File: src/rtl/alu_defs_pkg.sv
// alu_defs_pkg: opcodes, FSM encodings and counter sizing shared by the
// sequential ALU files.
package alu_defs_pkg;
    localparam logic [4:0] OP_ADD = 5'd1;
    localparam logic [4:0] OP_SUB = 5'd2;
    localparam logic [4:0] OP_MUL = 5'd3;
    localparam logic [4:0] OP_DIV = 5'd4;
    localparam logic [4:0] OP_SHL = 5'd5;
    localparam logic [4:0] OP_SHR = 5'd6;
    localparam logic [4:0] OP_AND = 5'd7;
    localparam logic [4:0] OP_OR  = 5'd8;
    localparam logic [4:0] OP_XOR = 5'd9;

    localparam logic [1:0] S_IDLE = 2'd0;
    localparam logic [1:0] S_RUN  = 2'd1;
    localparam logic [1:0] S_DONE = 2'd2;

    // The counter only needs 0..w-1 because the last step is flagged combinationally.
    function automatic int cnt_width(input int w);
        return $clog2(w);
    endfunction
endpackage

File: src/rtl/seq_muldiv.sv
// seq_muldiv: iterative unsigned shift-add multiplier and restoring divider,
// one bit per step; res/rem show the post-step value so the caller can latch on finish.
module seq_muldiv
    import alu_defs_pkg::*;
#(
    parameter int WIDTH = 32
) (
    input  logic               clk,
    input  logic               rst_n,
    input  logic               load,
    input  logic               step,
    input  logic               is_div,
    input  logic [WIDTH-1:0]   a,
    input  logic [WIDTH-1:0]   b,
    output logic               finish,
    output logic [2*WIDTH-1:0] res,
    output logic [WIDTH-1:0]   rem
);
    localparam int CW = cnt_width(WIDTH);

    logic [2*WIDTH-1:0] acc_q, acc_d, mc_q, mc_d;
    logic [WIDTH-1:0]   q_q, q_d;
    logic [CW-1:0]      cnt_q, cnt_d;
    logic               div_q, div_d;
    logic [WIDTH:0]     rs, df;

    // Divide reuses acc as the partial remainder and mc as the fixed divisor.
    always_comb begin
        rs    = {acc_q[WIDTH-1:0], q_q[WIDTH-1]};
        df    = rs - {1'b0, mc_q[WIDTH-1:0]};
        acc_d = acc_q;
        mc_d  = mc_q;
        q_d   = q_q;
        cnt_d = cnt_q;
        div_d = div_q;
        if (load) begin
            acc_d = '0;
            mc_d  = {{WIDTH{1'b0}}, is_div ? b : a};
            q_d   = is_div ? a : b;
            cnt_d = '0;
            div_d = is_div;
        end else if (step) begin
            acc_d = div_q ? {{WIDTH{1'b0}}, df[WIDTH] ? rs[WIDTH-1:0] : df[WIDTH-1:0]}
                          : acc_q + (q_q[0] ? mc_q : '0);
            mc_d  = div_q ? mc_q : mc_q << 1;
            q_d   = div_q ? {q_q[WIDTH-2:0], ~df[WIDTH]} : q_q >> 1;
            cnt_d = cnt_q + CW'(1);
        end
    end

    always_ff @(posedge clk) begin
        if (!rst_n) begin
            acc_q <= '0;
            mc_q  <= '0;
            q_q   <= '0;
            cnt_q <= '0;
            div_q <= 1'b0;
        end else begin
            acc_q <= acc_d;
            mc_q  <= mc_d;
            q_q   <= q_d;
            cnt_q <= cnt_d;
            div_q <= div_d;
        end
    end

    assign finish = step && cnt_q == CW'(WIDTH - 1);
    assign res    = div_q ? {{WIDTH{1'b0}}, q_d} : acc_d;
    assign rem    = div_q ? acc_d[WIDTH-1:0] : '0;
endmodule

File: src/rtl/seq_alu_core.sv
// seq_alu_core: IDLE/RUN/DONE sequencer with single-cycle ops computed here
// and mul/div delegated to seq_muldiv.
module seq_alu_core
    import alu_defs_pkg::*;
#(
    parameter int WIDTH = 32
) (
    input  logic               clk,
    input  logic               rst_n,
    input  logic               start,
    input  logic [4:0]         op,
    input  logic [WIDTH-1:0]   x,
    input  logic [WIDTH-1:0]   y,
    output logic               busy,
    output logic               done,
    output logic [2*WIDTH-1:0] result,
    output logic [WIDTH-1:0]   remainder,
    output logic               carry,
    output logic               err
);
    localparam int SW = $clog2(WIDTH);

    logic [1:0]         state_q, state_d;
    logic [2*WIDTH-1:0] result_q, result_d, md_res, sc_res;
    logic [WIDTH-1:0]   rem_q, rem_d, md_rem, sc_rem;
    logic               carry_q, carry_d, err_q, err_d, sc_carry, sc_err;
    logic               accept, long_op, md_finish;
    logic [WIDTH:0]     sum, dif;
    logic [SW-1:0]      sh;

    assign accept  = state_q == S_IDLE && start;
    assign long_op = op == OP_MUL || (op == OP_DIV && y != '0);

    // OP_DIV here only covers the divide-by-zero path; nonzero divisors go long.
    always_comb begin
        sum      = {1'b0, x} + {1'b0, y};
        dif      = {1'b0, x} - {1'b0, y};
        sh       = y[SW-1:0];
        sc_res   = '0;
        sc_rem   = '0;
        sc_carry = 1'b0;
        sc_err   = 1'b0;
        case (op)
            OP_ADD: begin
                sc_res   = {{(WIDTH-1){1'b0}}, sum};
                sc_carry = sum[WIDTH];
            end
            OP_SUB: begin
                sc_res   = {{WIDTH{1'b0}}, dif[WIDTH-1:0]};
                sc_carry = dif[WIDTH];
            end
            OP_MUL: begin
            end
            OP_DIV: begin
                sc_res = {{WIDTH{1'b0}}, {WIDTH{1'b1}}};
                sc_rem = x;
                sc_err = 1'b1;
            end
            OP_SHL:  sc_res = {{WIDTH{1'b0}}, x << sh};
            OP_SHR:  sc_res = {{WIDTH{1'b0}}, x >> sh};
            OP_AND:  sc_res = {{WIDTH{1'b0}}, x & y};
            OP_OR:   sc_res = {{WIDTH{1'b0}}, x | y};
            OP_XOR:  sc_res = {{WIDTH{1'b0}}, x ^ y};
            default: sc_err = 1'b1;
        endcase
    end

    always_comb begin
        state_d  = state_q;
        result_d = result_q;
        rem_d    = rem_q;
        carry_d  = carry_q;
        err_d    = err_q;
        case (state_q)
            S_IDLE: if (start) begin
                state_d = long_op ? S_RUN : S_DONE;
                if (!long_op) begin
                    result_d = sc_res;
                    rem_d    = sc_rem;
                    carry_d  = sc_carry;
                    err_d    = sc_err;
                end
            end
            S_RUN: if (md_finish) begin
                state_d  = S_DONE;
                result_d = md_res;
                rem_d    = md_rem;
                carry_d  = 1'b0;
                err_d    = 1'b0;
            end
            default: state_d = S_IDLE;
        endcase
    end

    always_ff @(posedge clk) begin
        if (!rst_n) begin
            state_q  <= S_IDLE;
            result_q <= '0;
            rem_q    <= '0;
            carry_q  <= 1'b0;
            err_q    <= 1'b0;
        end else begin
            state_q  <= state_d;
            result_q <= result_d;
            rem_q    <= rem_d;
            carry_q  <= carry_d;
            err_q    <= err_d;
        end
    end

    seq_muldiv #(.WIDTH(WIDTH)) u_muldiv (
        .clk    (clk),
        .rst_n  (rst_n),
        .load   (accept && long_op),
        .step   (state_q == S_RUN),
        .is_div (op == OP_DIV),
        .a      (x),
        .b      (y),
        .finish (md_finish),
        .res    (md_res),
        .rem    (md_rem)
    );

    assign busy      = state_q != S_IDLE;
    assign done      = state_q == S_DONE;
    assign result    = result_q;
    assign remainder = rem_q;
    assign carry     = carry_q;
    assign err       = err_q;
endmodule
File: config.mk
export PLATFORM = sky130hd
export DESIGN_NAME = seq_alu_core
export DESIGN_NICKNAME = d
export VERILOG_FILES = /design/src/rtl/alu_defs_pkg.sv /design/src/rtl/seq_muldiv.sv /design/src/rtl/seq_alu_core.sv
export SDC_FILE = /design/constraint.sdc
export NUM_CORES = 1
export LEC_CHECK = 0
export CAP_MARGIN = 5
export CORE_MARGIN = 5
export CORE_UTILIZATION = 45
export CTS_CLUSTER_DIAMETER = 30
export CTS_CLUSTER_SIZE = 16
export DETAILED_ROUTE_END_ITERATION = 6
export SLEW_MARGIN = 5
export SYNTH_ARGS = -nofsm -noshare
export SYNTH_HDL_FRONTEND = slang
export SYNTH_HIERARCHICAL = 1
export SYNTH_SLANG_ARGS = --single-unit
File: constraint.sdc
create_clock -name clk -period 5.6 [get_ports clk]
set_input_delay 0.56 -clock clk [delete_from_list [all_inputs] [get_ports clk]]
set_output_delay 0.56 -clock clk [all_outputs]
set_load 0.03 [all_outputs]
# Word-level counts from Yosys, hierarchy flattened
# Cells that the tools add are included.
# totals
inputBits	72
output_inout_bits	100
register_bits	266
wordCells	94
# op_classes
n_addsub	5
n_shift	2
n_reduce_logical	16
eq_ne	16
muxes	38
bitwise_logic	6
# op_table
operator	n
two-way mux 64 bit	8
two-way mux 32 bit	14
case mux 33 bit (8 select lines)	1
case mux 64 bit (2 select lines)	1
adder 64 bit	1
case mux 32 bit (2 select lines)	1
adder 32 x 32 -> 33 bit	1
subtractor 32 x 32 -> 33 bit	1
subtractor 33 x 32 -> 33 bit	1
AND 32 bit	1
OR 32 bit	1
nonzero test 32 bit	1
left shift 32 x 5 -> 32 bit	1
>> shifter 32 x 5 -> 32 bit	1
bitwise XOR 32 bit	1
equality test 5 x 3 -> 1 bit (second input constant)	4
equality test 5 x 2 -> 1 bit (second input constant)	2
equality test 5 x 4 -> 1 bit (second input constant)	2
OR reduction 8 bit	1
two-way mux 1 bit	6
two-way mux 2 bit	3
inequality test 2 bit (second input constant)	3
case mux 1 bit (2 select lines)	3
AND reduction 2 bit	3
other kinds (14)	21

# Logic depth before layout (Yosys ltp)
# depth
ltp_word	8
ltp_mapped	21
ltp_nobuf	19

# Cells and area by module
# Netlist, hierarchy kept.
# by_module_without_submodules
mod	cells_per_inst	area_each_um2	seq_area_each_um2	n_inst
seq_muldiv	2110	15606.2	3323.2	1
seq_alu_core	1747	13035.0	2001.9	1

# Worst setup path before layout
# Ideal clock, no wire load.
# synth_timing
path_kind	input -> register
startpoint	input y[2]
endpoint	register result_q[16], in the netlist result[16]
arrival_time_ns	3.997
required_ns	5.477
setup_ns	0.123
path_stages	14
setup_slack_ns	1.481
path_buffers	3
cell_sequence	clkinv_1 -> buf_2 -> buf_1 -> clkbuf_1 -> ha_1 -> nand3b_1 -> a2111oi_1 -> o211ai_1 -> and2_1 -> o21ai_1 -> mux2_2 -> a221o_1 -> a221oi_1 -> nor2_1
# synth_between
elab_chain_len	8
elab_cells_between_ends	18
cone_classes	add/sub (2); eq/ne (1); shift (2); mux (8); reduce/logical (5)
# synth_rtl
element	line_no	source
from (decl)	seq_alu_core.sv:13	input logic [WIDTH-1:0] y,
parallel branches: the longest is 8 deep, another holds subtractor 32 x 32 -> 33 bit	-	
to (signal assigned)	seq_alu_core.sv:104	result_q <= result_d;
to (decl)	seq_alu_core.sv:24	logic [2*WIDTH-1:0] result_q, result_d, md_res, sc_res;
# Several ways; the timed one is not identified. The select of a mux whose other input is x is not followed.
# A chain may end at the register's enable or synchronous reset.

# Worst setup path in the final report
# layout_timing
startpoint	register u_muldiv.q_q[0]
endpoint	register result_q[31], in the netlist result[31]
# layout_between
elab_chain_len	8
# layout_rtl
element	line_no	source
from (decl)	seq_muldiv.sv:22	logic [WIDTH-1:0] q_q, q_d;
from (signal assigned)	seq_muldiv.sv:61	q_q <= q_d;
two-way mux 64 bit	seq_muldiv.sv:44	: acc_q + (q_q[0] ? mc_q : '0);
adder 64 bit	seq_muldiv.sv:44	
two-way mux 64 bit	seq_muldiv.sv:43	acc_d = div_q ? {{WIDTH{1'b0}}, df[WIDTH] ? rs[WIDTH-1:0] : df[WIDTH-1:0]}
two-way mux 64 bit	seq_muldiv.sv:42	end else if (step) begin
two-way mux 64 bit	seq_muldiv.sv:36	if (load) begin
two-way mux 64 bit	seq_muldiv.sv:68	assign res = div_q ? {{WIDTH{1'b0}}, q_d} : acc_d;
named net md_res[31]	seq_alu_core.sv:24	
two-way mux 64 bit	seq_alu_core.sv:84	S_RUN: if (md_finish) begin
case mux 64 bit (2 select lines)	seq_alu_core.sv:74	case (state_q)
# The timed path passes the listed nets, and every way through them passes these cells. The select of a mux whose other input is x is not followed.

==> impl_metrics.csv <==
group,metric,value,unit
outcome,status,"finished, final reports clean",
floorplan,die_w,262.3,µm
floorplan,boundaryPins,172,
logic_synthesis,yosysSeqAreaShare,18.59,%
routing,drc,0,
logic_synthesis,avgSynthCellArea,7.426,µm²
global_routing,grt_max_degree,77,
timing,slew_headroom,21.41,%
routing,wl,139300,µm
logic_synthesis,ys_warn_count,6,
clocking,clock_sinks,266,
global_routing,grt_pass1_vias,29840,
timing,fin_ws,0.5345,ns
clocking,post_cts_resized,0,
cells_and_area,area_growth,18.57,%
floorplan,die_y,262.3,µm
timing,timing.fmax,0.1974,GHz
critical_path,path_class,"reg2reg",
timing,min_period,5.066,ns
logic_synthesis,yosys.area.top_type_share,18.59,%
clocking,hold_buffers,0,
critical_path,critPathArrivalTime,5.62,ns
global_routing,grt_pass1_wl,201700,µm
timing,drv_slew,0,
place,dp_hpwl,107000,µm
logic_synthesis,synth.area.top_cells,"dfxtp_1 (19%), ha_1 (8.5%), a21oi_1 (6.5%), mux2i_1 (5.7%), nor2_1 (5.0%)",
timing,period_share,90.46,%
routing,vias_per_cell,6.681,
critical_path,cp-start-kind,"flip-flop",
floorplan,num_rows,92,
clocking,clock-root-buffer,"clkbuf_16",
pwr,ir_drop,0.2267,mV
pwr,finalPower,8.809,mW
cells_and_area,nets,4195,
timing,holdWs,0.3978,ns
timing,clock_skew,0.03453,ns
min_path,hold_class,"in2reg",
place,port_buffers,171,
place,routabilityCongestion,1.057,
timing,tns,0,ns
logic_synthesis,synthCells,3857,
critical_path,r2r_start,"u_muldiv/q_q[0]$_SDFF_PN0_",
cells_and_area,layout-drive-gt1-share,10.10,%
cells_and_area,nFillCells,6246,
clocking,cts_tree,"yes",
global_routing,gr-total-overflow,0,
routing,dr.pass1.iters,6,
floorplan,core_area,63080,µm²
routing,drt_first_iter_violations,3933,
logic_synthesis,syn-cell-area,28640,µm²
timing,tightestPinTransition,1.162,ns
critical_path,crit_path_end_kind,"flip-flop",
timing,finalHoldViolCount,0,
timing,setup_viol,0,
clocking,numCtsBuffers,80,
critical_path,worstPathMaxFanout,53,
clocking,clockBufferDepth,3,
pwr,p_per_area,259.4,nW/µm²
logic_synthesis,ys_async_sr_fraction,0,%
logic_synthesis,synth_edf_count,0,
routing,routedWlPerCell,28.78,µm
min_path,worstHoldStart,"rst_n",
global_routing,grt_usage,37.97,%
place,dp_slack,0.5485,ns
logic_synthesis,syn_nets,4127,
clocking,htree_levels,3,
logic_synthesis,synth_top_area_cell,"dfxtp_1",
routing,vias,32330,
floorplan,die_area,68790,µm²
clocking,cts_setup_buffers,0,
routing,postRouteAntennaNets,0,
run,maxCapViolations,0,
clocking,path_clk_slew,0.05,ns
pwr,leakagePower,13.78,nW
floorplan,start_util,45.40,%
global_routing,antenna_found_initial,12,
logic_synthesis,synth_cell_types,119,
logic_synthesis,ys_seq_elements,266,
clocking,insertion_delay,0.63,ns
logic_synthesis,synth_ff_type,"dfxtp_1",
timing,rsz0062_at_grt,"no",
critical_path,crit_path_start,"u_muldiv/q_q[0]$_SDFF_PN0_",
critical_path,required,6.16,ns
through the flow:
step / cell area [µm²] / utilization (%) / instances
2_1_floorplan: 28640 / - / 3857
3_3_place_gp: 31140 / 49.36 / 4689
3_5_place_dp: 31140 / 49.36 / 4689
4_1_cts: 33950 / 53.82 / 4836
5_1_grt: 33960 / 53.83 / 4837
6_report: 33960 / 53.84 / 4839
per-layer routing:
metal,global-route usage [%],share of wire [%],vias up
met3,9.483,11,385
met1,52.74,42,15500
met5,0,0.045,-
met2,55.12,41,1917
met4,18.02,5.8,8
li1,-,-,14520
synth_stat cells, drive strengths merged (9+ instances only):
library cell and n:
dfxtp 266, nor3 68, o31ai 23, o21ai 188, xnor2 50, and3 19
o311ai 44, nor2 386, nand2 362, xor2 44, o211ai 43, o41ai 9
or3 14, a21o 91, inv 166, buf 94, o211a 35, nor4 24
o21bai 27, a21oi 373, a311oi 9, mux2 17, mux2i 163, o221ai 18
o2111ai 27, o21a 18, clkbuf 221, a211o 14, a211oi 147, or4 12
a221o 9, a2111o 11, a2111oi 26, a31oi 42, ha 194, o22ai 27
a221oi 30, nand4 47, and2 117, nand2b 16, mux4 46, nand3 99
a22oi 59, a21boi 20, nor2b 44
power breakdown:
part / switching (mW) / internal, mW / leakage, nW
Clock: 1.43 / 3.24 / 1.38
Combinational: 1.39 / 0.728 / 10.3
Sequential: 0.0592 / 1.95 / 2.16
Total: 2.88 / 5.92 / 13.8
logic make-up (layout without fill, tap and decap cells):
logic type                 count (synthesis)  after routing  share of synthesized area (%)
AOI/OAI and AO/OA                       1349           1349                          32.41
and+or+nand+nor                         1242           1242                          20.43
buffers and inverters                    482            615                          6.946
DFF                                      266            266                          18.59
muxes                                    226            226                          9.995
adders and majority gates                198            198                          8.755
xor gates and xnor gates                  94             94                          2.874
other                                      0              3                              0
critical path: stages, from the launching register on:
cell and delay, ns:
dfxtp_2 0.48, buf_4 0.46, and2_1 0.21, ha_1 0.31, a21oi_1 0.56, a31oi_1 0.28
o31ai_1 0.48, o31ai_1 0.22, a21oi_1 0.26, xor2_1 0.16, a21oi_1 0.33, a22o_1 0.21
nand2_1 0.08, nand2_1 0.16, nor2_1 0.07, o211ai_1 0.12, or4b_1 0.45, a31oi_1 0.16
layout make-up:
cell class | count | area [µm²] | area share [%]
Multi-Input combinational cell | 3109 | 21380 | 62.96
Antenna cell | 3 | 7.507 | 0.02211
Sequential cell | 266 | 5330 | 15.70
Clock buffer | 110 | 2315 | 6.816
Timing Repair Buffer | 301 | 2730 | 8.039
Inverter | 167 | 635.6 | 1.872
Clock inverter | 37 | 501.7 | 1.477
Tap cell | 846 | 1059 | 3.117
layout by cell type, fill, tap and decap left out, types with 28 or more instances in the layout:
| master | instances |
|---|---|
| nor2_1 | 382 |
| mux4_2 | 46 |
| a211oi_1 | 145 |
| a221oi_1 | 28 |
| dfxtp_1 | 264 |
| mux2i_1 | 163 |
| clkdlybuf4s50_1 | 166 |
| and2_1 | 116 |
| a21oi_1 | 370 |
| nor2b_1 | 43 |
| nand2_1 | 359 |
| nor3_1 | 63 |
| ha_1 | 194 |
| nand3_1 | 99 |
| nand4_1 | 45 |
| a21o_1 | 91 |
| o211ai_1 | 41 |
| xnor2_1 | 50 |
| o21ai_0 | 169 |
| o211a_1 | 35 |
| buf_4 | 127 |
| a31oi_1 | 41 |
| clkbuf_16 | 80 |
| inv_1 | 157 |
| xor2_1 | 44 |
| a22oi_1 | 59 |
| o311ai_0 | 39 |
flip-flops by register name, summed over array words and instances (netlist names):
| signal | count |
|---|---|
| remainder | 32 |
| err | 1 |
| carry | 1 |
| u_muldiv/div_q | 1 |
| u_muldiv/q_q | 32 |
| result | 64 |
| u_muldiv/cnt_q | 5 |
| state_q | 2 |
| u_muldiv/acc_q | 64 |
| u_muldiv/mc_q | 64 |
worst paths after layout:
| check | end | slack [ns] | cells past startpoint |
|---|---|---|---|
| hold / removal | result[31]$_SDFFE_PN0P_ | 0.40 | 3 |
| setup / recovery | result[31]$_SDFFE_PN0P_ | 0.53 | 17 |
| setup reg to reg | result[31]$_SDFFE_PN0P_ | 0.53 | 17 |
| hold reg to reg | u_muldiv/mc_q[63]$_SDFFE_PP0P_ | 0.46 | 2 |
(Power assumes the default switching activity.)
